===== src/rtl/trigger_capture.sv =====
`default_nettype none
// ============================================================================
// Module   : trigger_capture
// Brief    : Oscilloscope-style trigger with pre/post capture into a circular buffer
// Revision : 1.0 - initial release
// ============================================================================
module trigger_capture #(
    parameter int DATA_W       = 12,
    parameter int DEPTH        = 256,
    parameter int AUTO_TIMEOUT = 65535,
    localparam int ADDR_W      = $clog2(DEPTH)
) (
    input  logic              clk,
    input  logic              rst,
    input  logic [DATA_W-1:0] data_input,
    input  logic              data_valid,
    input  logic [DATA_W-1:0] trigger_level,
    input  logic [DATA_W-1:0] hysteresis,
    input  logic [1:0]        edge_mode,
    input  logic              auto_en,
    input  logic              arm,
    input  logic [ADDR_W-1:0] pre_trigger,
    input  logic [ADDR_W-1:0] rd_addr,
    output logic [DATA_W-1:0] rd_data,
    output logic              busy,
    output logic              done,
    output logic              triggered_auto
);

    localparam int TMO_W = $clog2(AUTO_TIMEOUT + 1);
    localparam logic [TMO_W-1:0]  c_tmo_last = TMO_W'(AUTO_TIMEOUT - 1);
    localparam logic [ADDR_W-1:0] c_one      = ADDR_W'(1);
    localparam logic [ADDR_W-1:0] c_last     = ADDR_W'(DEPTH - 1);

    typedef enum logic [2:0] {
        S_IDLE = 3'd0,
        S_PRE  = 3'd1,
        S_WAIT = 3'd2,
        S_POST = 3'd3,
        S_DONE = 3'd4
    } state_t;

    state_t              r_state;
    state_t              w_next;
    logic [DATA_W-1:0]   r_mem [DEPTH];
    logic [ADDR_W-1:0]   r_wr_ptr;
    logic [ADDR_W-1:0]   r_pre;
    logic [1:0]          r_mode;
    logic [ADDR_W-1:0]   r_cnt;
    logic [TMO_W-1:0]    r_tmo;
    logic                r_rise_arm;
    logic                r_fall_arm;
    logic [ADDR_W-1:0]   r_start_addr;
    logic                r_auto;
    logic [DATA_W-1:0]   r_rd_data;

    logic [DATA_W:0]     w_lo_ext;
    logic [DATA_W:0]     w_hi_ext;
    logic [DATA_W-1:0]   w_lo;
    logic [DATA_W-1:0]   w_hi;
    logic                w_rise_fire;
    logic                w_fall_fire;
    logic                w_edge_fire;
    logic                w_timeout;
    logic                w_trig;
    logic                w_arm_ok;
    logic                w_write;
    logic [ADDR_W-1:0]   w_remain;

    // Hysteresis thresholds are clamped to the sample range instead of wrapping.
    always_comb begin
        w_lo_ext = {1'b0, trigger_level} - {1'b0, hysteresis};
        w_hi_ext = {1'b0, trigger_level} + {1'b0, hysteresis};
        w_lo     = w_lo_ext[DATA_W] ? '0 : w_lo_ext[DATA_W-1:0];
        w_hi     = w_hi_ext[DATA_W] ? '1 : w_hi_ext[DATA_W-1:0];
    end

    always_comb begin
        w_rise_fire = r_rise_arm && (data_input >= trigger_level);
        w_fall_fire = r_fall_arm && (data_input <= trigger_level);
        case (r_mode)
            2'b00:   w_edge_fire = w_rise_fire;
            2'b01:   w_edge_fire = w_fall_fire;
            2'b10:   w_edge_fire = w_rise_fire || w_fall_fire;
            default: w_edge_fire = 1'b1;
        endcase
        w_timeout = auto_en && (r_tmo == c_tmo_last);
        w_trig    = (r_state == S_WAIT) && data_valid && (w_edge_fire || w_timeout);
        w_arm_ok  = arm && ((r_state == S_IDLE) || (r_state == S_DONE));
        w_write   = data_valid &&
                    ((r_state == S_PRE) || (r_state == S_WAIT) || (r_state == S_POST));
        w_remain  = c_last - r_pre;
    end

    always_ff @(posedge clk or posedge rst) begin
        if (rst) r_state <= S_IDLE;
        else     r_state <= w_next;
    end

    always_comb begin
        w_next         = r_state;
        busy           = 1'b0;
        done           = 1'b0;
        triggered_auto = r_auto;
        rd_data        = r_rd_data;
        case (r_state)
            S_IDLE, S_DONE: begin
                done = (r_state == S_DONE);
                if (arm)
                    w_next = (pre_trigger == '0) ? S_WAIT : S_PRE;
            end
            S_PRE: begin
                busy = 1'b1;
                if (data_valid && (r_cnt == c_one))
                    w_next = S_WAIT;
            end
            S_WAIT: begin
                busy = 1'b1;
                if (w_trig)
                    w_next = (w_remain == '0) ? S_DONE : S_POST;
            end
            S_POST: begin
                busy = 1'b1;
                if (data_valid && (r_cnt == c_one))
                    w_next = S_DONE;
            end
            default: w_next = S_IDLE;
        endcase
    end

    always_ff @(posedge clk or posedge rst) begin
        if (rst) begin
            r_wr_ptr     <= '0;
            r_pre        <= '0;
            r_mode       <= '0;
            r_cnt        <= '0;
            r_tmo        <= '0;
            r_rise_arm   <= 1'b0;
            r_fall_arm   <= 1'b0;
            r_start_addr <= '0;
            r_auto       <= 1'b0;
        end else begin
            if (w_write)
                r_wr_ptr <= r_wr_ptr + c_one;
            if (w_arm_ok) begin
                r_pre      <= pre_trigger;
                r_mode     <= edge_mode;
                r_cnt      <= pre_trigger;
                r_tmo      <= '0;
                r_rise_arm <= 1'b0;
                r_fall_arm <= 1'b0;
                r_auto     <= 1'b0;
            end else if (data_valid) begin
                case (r_state)
                    S_PRE: begin
                        r_cnt      <= r_cnt - c_one;
                        r_rise_arm <= r_rise_arm || (data_input < w_lo);
                        r_fall_arm <= r_fall_arm || (data_input > w_hi);
                    end
                    S_WAIT: begin
                        r_rise_arm <= r_rise_arm || (data_input < w_lo);
                        r_fall_arm <= r_fall_arm || (data_input > w_hi);
                        if (r_tmo != c_tmo_last)
                            r_tmo <= r_tmo + TMO_W'(1);
                        if (w_trig) begin
                            // The trigger sample lands at r_wr_ptr this cycle.
                            r_start_addr <= r_wr_ptr - r_pre;
                            r_cnt        <= w_remain;
                            r_auto       <= !w_edge_fire;
                        end
                    end
                    S_POST: r_cnt <= r_cnt - c_one;
                    default: ;
                endcase
            end
        end
    end

    always_ff @(posedge clk) begin
        if (w_write)
            r_mem[r_wr_ptr] <= data_input;
    end

    always_ff @(posedge clk or posedge rst) begin
        if (rst) r_rd_data <= '0;
        else     r_rd_data <= r_mem[r_start_addr + rd_addr];
    end

endmodule
`default_nettype wire


===== config.mk =====
export PLATFORM = sky130hd
export DESIGN_NAME = trigger_capture
export DESIGN_NICKNAME = d
export VERILOG_FILES = /design/src/rtl/trigger_capture.sv
export SDC_FILE = /design/constraint.sdc
export NUM_CORES = 2
export LEC_CHECK = 0
export BUFFER_PORTS_ARGS = -buffer_cell sky130_fd_sc_hd__buf_2
export CORE_AREA = 2 2 645 647
export DETAILED_ROUTE_END_ITERATION = 10
export DIE_AREA = 0 0 647 649
export PLACE_DENSITY = 0.54
export SYNTH_ARGS = -nofsm -noshare
export SYNTH_HDL_FRONTEND = slang
export SYNTH_SLANG_ARGS = --single-unit

===== constraint.sdc =====
create_clock -name clk -period 3.69 [get_ports clk]
set_input_delay 0.369 -clock clk [delete_from_list [all_inputs] [get_ports clk]]
set_output_delay 0.369 -clock clk [all_outputs]
set_load 0.05 [all_outputs]

-- Yosys cells after proc, flatten, opt, wreduce, memory -nomap -nowiden
Memories as Yosys holds them, arrays and structs flattened. A register that Yosys moved wholly into a read port is not among the register bits.
Cells that the tools add are included.
- memories: 1
- bits in writable memories: 3072
- output and inout bits: 15
- bits in registers: 56
- word-level logic and storage cells: 106
- input bits: 59
- memories (name ; words ; bits a word ; rd ports ; clocked after Yosys merged registers in ; write ports ; line ; source):
    r_mem ; 256 ; 12 ; 1 ; 1 ; 1 ; 45 ; logic [DATA_W-1:0] r_mem [DEPTH];
- bitwise logic cells: 1
- equality and inequality tests: 14
- $lt $le $gt $ge: 4
- add/sub/neg operators: 8
- reductions and logical operators: 36
- mux-type cells: 32
- operators by type and width (operator ; count):
    $mux 16 ; 4
    $mux 12 ; 2
    $mux 8 ; 3
    $add 16x1->16 const B ; 1
    $eq 16x16->1 const B ; 1
    $logic_not 8->1 ; 2
    $ne 16x16->1 const B ; 1
    $pmux 8 s2 ; 1
    $mux 3 ; 5
    $mux 1 ; 14
    $add 12x12->13 ; 1
    $sub 12x12->13 ; 1
    $ge 12x12->1 ; 1
    $gt 12x12->1 ; 1
    $le 12x12->1 ; 1
    $lt 12x12->1 ; 1
    $pmux 3 s4 ; 1
    $reduce_bool 2->1 ; 5
    $reduce_and 3->1 ; 3
    $add 8x1->8 const B ; 1
    $add 8x8->8 ; 1
    $eq 8x1->1 const B ; 1
    $logic_and 1x1->1 ; 8
    $reduce_and 4->1 ; 2
    22 further kinds ; 33

-- Longest topological paths before layout
- word-level depth: 10
- mapped depth: 21
- depth with buffers taken out: 20

-- Worst setup path before layout
No wires, ideal clock.
- path type: in2reg
- start: input trigger_level[0]
- end: register r_fall_arm
- required time: 3559 ps
- library setup time: 131 ps
- data arrival time: 3744 ps
- cell stages on the path: 18
- setup slack: -185 ps
- path through: ha_1 -> fa_1 -> nand2b_1 -> a21oi_1 -> o21ba_2 -> o21ai_0 -> a211oi_1 -> o2bb2ai_1 -> o31a_1 -> clkbuf_1 -> a21oi_1 -> ha_1 -> and3_1 -> a221o_1 -> a221oi_1 -> o21ai_0 -> a21oi_1 -> nor2_1
- longest elaborated chain between the ends: 7
- ends and longest elaborated chain (what ; line ; source):
    from (decl) ; 17 ; input logic [DATA_W-1:0] trigger_level,
    $add 12x12->13 ; 73 ; w_hi_ext = {1'b0, trigger_level} + {1'b0, hysteresis};
    $mux 12 ; 75 ; w_hi = w_hi_ext[DATA_W] ? '1 : w_hi_ext[DATA_W-1:0];
    $gt 12x12->1 ; 158, 162 ;
    $logic_or 1x1->1 ; 158, 162 ;
    $mux 1 ; -- ;
    $mux 1 ; 153 ; end else if (data_valid) begin
    $mux 1 ; 145 ; if (w_arm_ok) begin
    to (signal assigned) ; 158 ; r_fall_arm <= r_fall_arm || (data_input > w_hi);
    to (signal assigned) ; 162 ; r_fall_arm <= r_fall_arm || (data_input > w_hi);
    to (decl) ; 52 ; logic r_fall_arm;
Every way passes these cells. The select of a mux whose other input is x is not followed.
A chain may end at the register's enable or synchronous reset.

-- Worst setup path in the final report
- start: register r_start_addr[0]
- end: register r_rd_data[4] (netlist: rd_data[4]), read port of r_mem
- longest elaborated chain between the ends: 1
- ends and longest elaborated chain (what ; line ; source):
    from (decl) ; 53 ; logic [ADDR_W-1:0] r_start_addr;
    from (signal assigned) ; 167 ; r_start_addr <= r_wr_ptr - r_pre;
    $add 8x8->8 ; 186 ; else r_rd_data <= r_mem[r_start_addr + rd_addr];
    to (decl) ; 55 ; logic [DATA_W-1:0] r_rd_data;
Every way passes these cells.

==> impl_metrics.py <==
metrics = {
    "logic_synthesis": {
        "synthDistinctLibCells": 71,
        "synth_seq_cells": 3140,
        "synth-edff-count": 3072,
        "yosys_most_used_dff": "edfxtp_1",
        "synth_top_area_cell": "edfxtp_1",
        "synth_top_area_share_pct": 74.7,
        "synthTopCellsByArea": "edfxtp_1 (75%), mux4_2 (17%), dfrtp_1 (1.4%)",
        "syn_avg_cell_area_um2": 22.2,
        "synth_area_um2": 123000,
        "ys_async_sr_fraction_pct": 2.17,
        "syn_nets": 5704,
        "ys_seq_area_share_pct": 76.1,
        "ys_warn_count": 0,
        "synthCells": 5560,
    },
    "setup_path": {
        "critPathCapture": "rd_data[4]",
        "worstRegToRegCells": 12,
        "crit_start": "r_start_addr[0]",
        "cp-end-kind": "flip-flop",
        "critPathKind": "reg2reg",
        "path_max_fanout": 14,
        "regToRegEndpoint": "rd_data[4]",
        "critical_path.startpoint_type": "flip-flop",
        "r2r-start": "r_start_addr[0]",
        "r2r_setup_slack_ns": -0.19,
        "crit_arrival_ns": 4.65,
        "crit_required_ns": 4.46,
    },
    "drt": {
        "avgViaCountPerCell": 4.99,
        "drt_first_pass_iters": 5,
        "route.detailed.drc": 0,
        "route.vias.total": 61300,
        "antenna_left": 0,
        "wirelength_um": 337000,
        "initialDrtViolationCount": 6613,
        "wire_per_inst_um": 27.5,
    },
    "global_route": {
        "grt_use_total_pct": 15.7,
        "grt_pass1_vias": 62400,
        "grt_start_max_net_pins": 204,
        "grt_pass1_wl_um": 477000,
        "grt_antenna_before_repair": 16,
        "grt_overflow": 0,
    },
    "run_status": {
        "status": "finished, violations left",
        "failed_checks": "negative setup slack",
    },
    "power_and_ir_drop": {
        "p_sw_share_pct": 32.3,
        "power_leakage_nw": 47.7,
        "powerDensity_nw_per_um2": 789,
        "ir_drop_mv": 0.437,
        "power_mw": 117,
        "p_seq_share_pct": 34.1,
        "p_clk_share_pct": 28.1,
        "p_int_mw": 79.6,
        "netSwitchingPower_mw": 37.9,
        "p_comb_share_pct": 37.8,
    },
    "floorplanning": {
        "dieArea_um2": 420000,
        "initial_core_util_pct": 29.9,
        "io_pins": 74,
        "die_y_um": 649,
        "fp.dieW_um": 647,
        "core-area_um2": 413000,
        "rows": 236,
    },
    "sta": {
        "hold_viol": 0,
        "finalWorstSetupSlack_ns": -0.189,
        "finClkSkew_ns": 0.0557,
        "timing.fmax_ghz": 0.258,
        "min_period_ns": 3.88,
        "slew_viol_final": 0,
        "rsz0062_at_grt": "yes",
        "tightest_slew_ns": 1.35,
        "setup_violations": 12,
        "period_share_pct": 105,
        "slew-limit-headroom_pct": 10.3,
    },
    "finish": {
        "final_common_cell": "edfxtp_1",
        "final_cell_mix": "edfxtp_1 (3,072), mux4_2 (943), buf_4 (667), nor2_1 (370), clkbuf_16 (334)",
        "drive_gt1_share_pct": 35.9,
        "fin_cells": 12300,
        "layout.nets": 6663,
        "fill_cells": 37500,
        "syn2layout_area_growth_pct": 20.6,
    },
    "clock_tree": {
        "clk_path_buf_depth": 4,
        "ctsRootBufferMaster": "clkbuf_16",
        "tritoncts": "built",
        "htreeDepth": 5,
        "clkLatencyLatePin_ns": 0.94,
        "cts_buffers": 332,
        "cts.sinks": 3140,
        "clk_pin_slew_ns": 0.06,
    },
    "worst_hold_path": {
        "min_path_type": "in2reg",
    },
    "place": {
        "dp_hpwl_um": 212000,
        "portBuffers": 73,
        "place_inst": 11600,
        "place_congestion": 0.833,
    },
    "flow_run": {
        "maxCapViolCount": 0,
    },
}
-- critical path, cell delays in order, from the launching register on --
cell and delay (ns):
dfrtp_1 0.41, ha_4 0.17, fa_4 0.81, buf_12 0.18
buf_16 0.18, buf_16 0.16, buf_12 0.16, mux4_2 0.35
mux4_2 0.57, nand2_1 0.11, nand3_1 0.14, o211ai_1 0.29
a211oi_1 0.09
-- repair_timing --
action | CTS | global route
hold endpoints to repair | 114 | 0
pin swaps | 16 | 16
gates resized for setup | 106 | 51
gates cloned | 8 | 1
setup buffers | 36 | 25
hold buffers | 17 | 0
endpoints found under the setup margin | 12 | 12
-- flip-flops by register name, summed over array words and instances, names as in the netlist --
name            flops
r_cnt               8
triggered_auto      1
r_pre               8
r_mode              2
r_state             3
r_wr_ptr            8
r_start_addr        8
r_mem            3072
rd_data            12
r_rise_arm          1
r_tmo              16
r_fall_arm          1
-- power groups by stage --
stage	Sequential [mW]	Clock (mW)	Combinational, mW
after floorplan	40.9	0	22.5
after global placement	40.8	0	41.3
after detailed placement	40.8	0	41.5
after CTS	40.1	33.7	43.9
after global routing	40.1	35.1	46.2
final	40.1	33.0	44.4
-- logic make-up after synthesis --
group	count (synthesis)	synth area share, %
buf+inv	347	1.30
compound gates	248	1.35
xor+xnor	45	0.319
fa+ha+maj	85	0.886
simple gates	707	2.43
mux	988	17.6
flops	3140	76.1
-- Yosys cell counts (12+ instances only) --
library cell     n
o211ai_1        15
clkbuf_1       157
a22oi_1         26
nand3_1         50
a211oi_1        15
ha_1            81
buf_4           23
mux2_2          21
buf_2           90
edfxtp_1      3072
nand2b_1        12
mux4_2         943
a21oi_1         41
xnor2_1         25
dfrtp_1         68
mux2i_1         24
inv_1           56
o21ai_0         43
o22ai_1         34
xor2_1          20
nand4_1         26
nand2_1        168
nor3_1          23
a21o_1          17
nor2_1         375
nor2b_1         13
-- worst min path at each step --
stage                    start         endpoint  slack (ns)  depth (start not counted)
2_1_floorplan  r_start_addr[0]  r_start_addr[0]        0.45                          2
3_3_place_gp               rst       r_rise_arm        0.32                          2
3_5_place_dp               rst       r_rise_arm        0.32                          2
4_1_cts             data_valid       r_state[1]        0.02                          5
5_1_grt             data_valid       r_state[1]        0.09                          5
6_report            data_valid       r_state[0]        0.08                          5
-- final cells by class --
class                      instances  area [µm²]  share of cell area [%]
tap                             5474        6850                    4.60
clock inverter                   203        2110                    1.42
antenna                            2        5.00                 0.00336
inverter                          56         213                   0.143
multi-input combinational       2073       28400                    19.1
sequential                      3140       94000                    63.1
clock buffer                     402        8620                    5.79
timing repair buffer             916        8720                    5.86
-- stage by stage --
step | setup TNS [ns] | setup WS, ns | cell area [µm²] | hold slack [ns] | util [%]
global route | -2.05 | -0.229 | 149000 | 0.0902 | 36.1
global placement | -5.85 | -0.605 | 136000 | 0.322 | 33.1
CTS | -1.41 | -0.265 | 148000 | 0.0221 | 36.0
detailed placement | -5.63 | -0.555 | 136000 | 0.324 | 33.1
floorplan | 0 | 0.00869 | 123000 | 0.454 | -
finish | -1.32 | -0.189 | 149000 | 0.0794 | 36.1
-- layer usage --
layer  wire length, µm  global-route usage [%]  vias up
met2            165000                    26.0     2099
met4              8050                    3.73        2
met5                11                       0        -
met3             21400                    2.51      409
li1                  -                       -    25300
met1            143000                    21.6    33400
No activity file was read; power rests on OpenSTA's default activity.
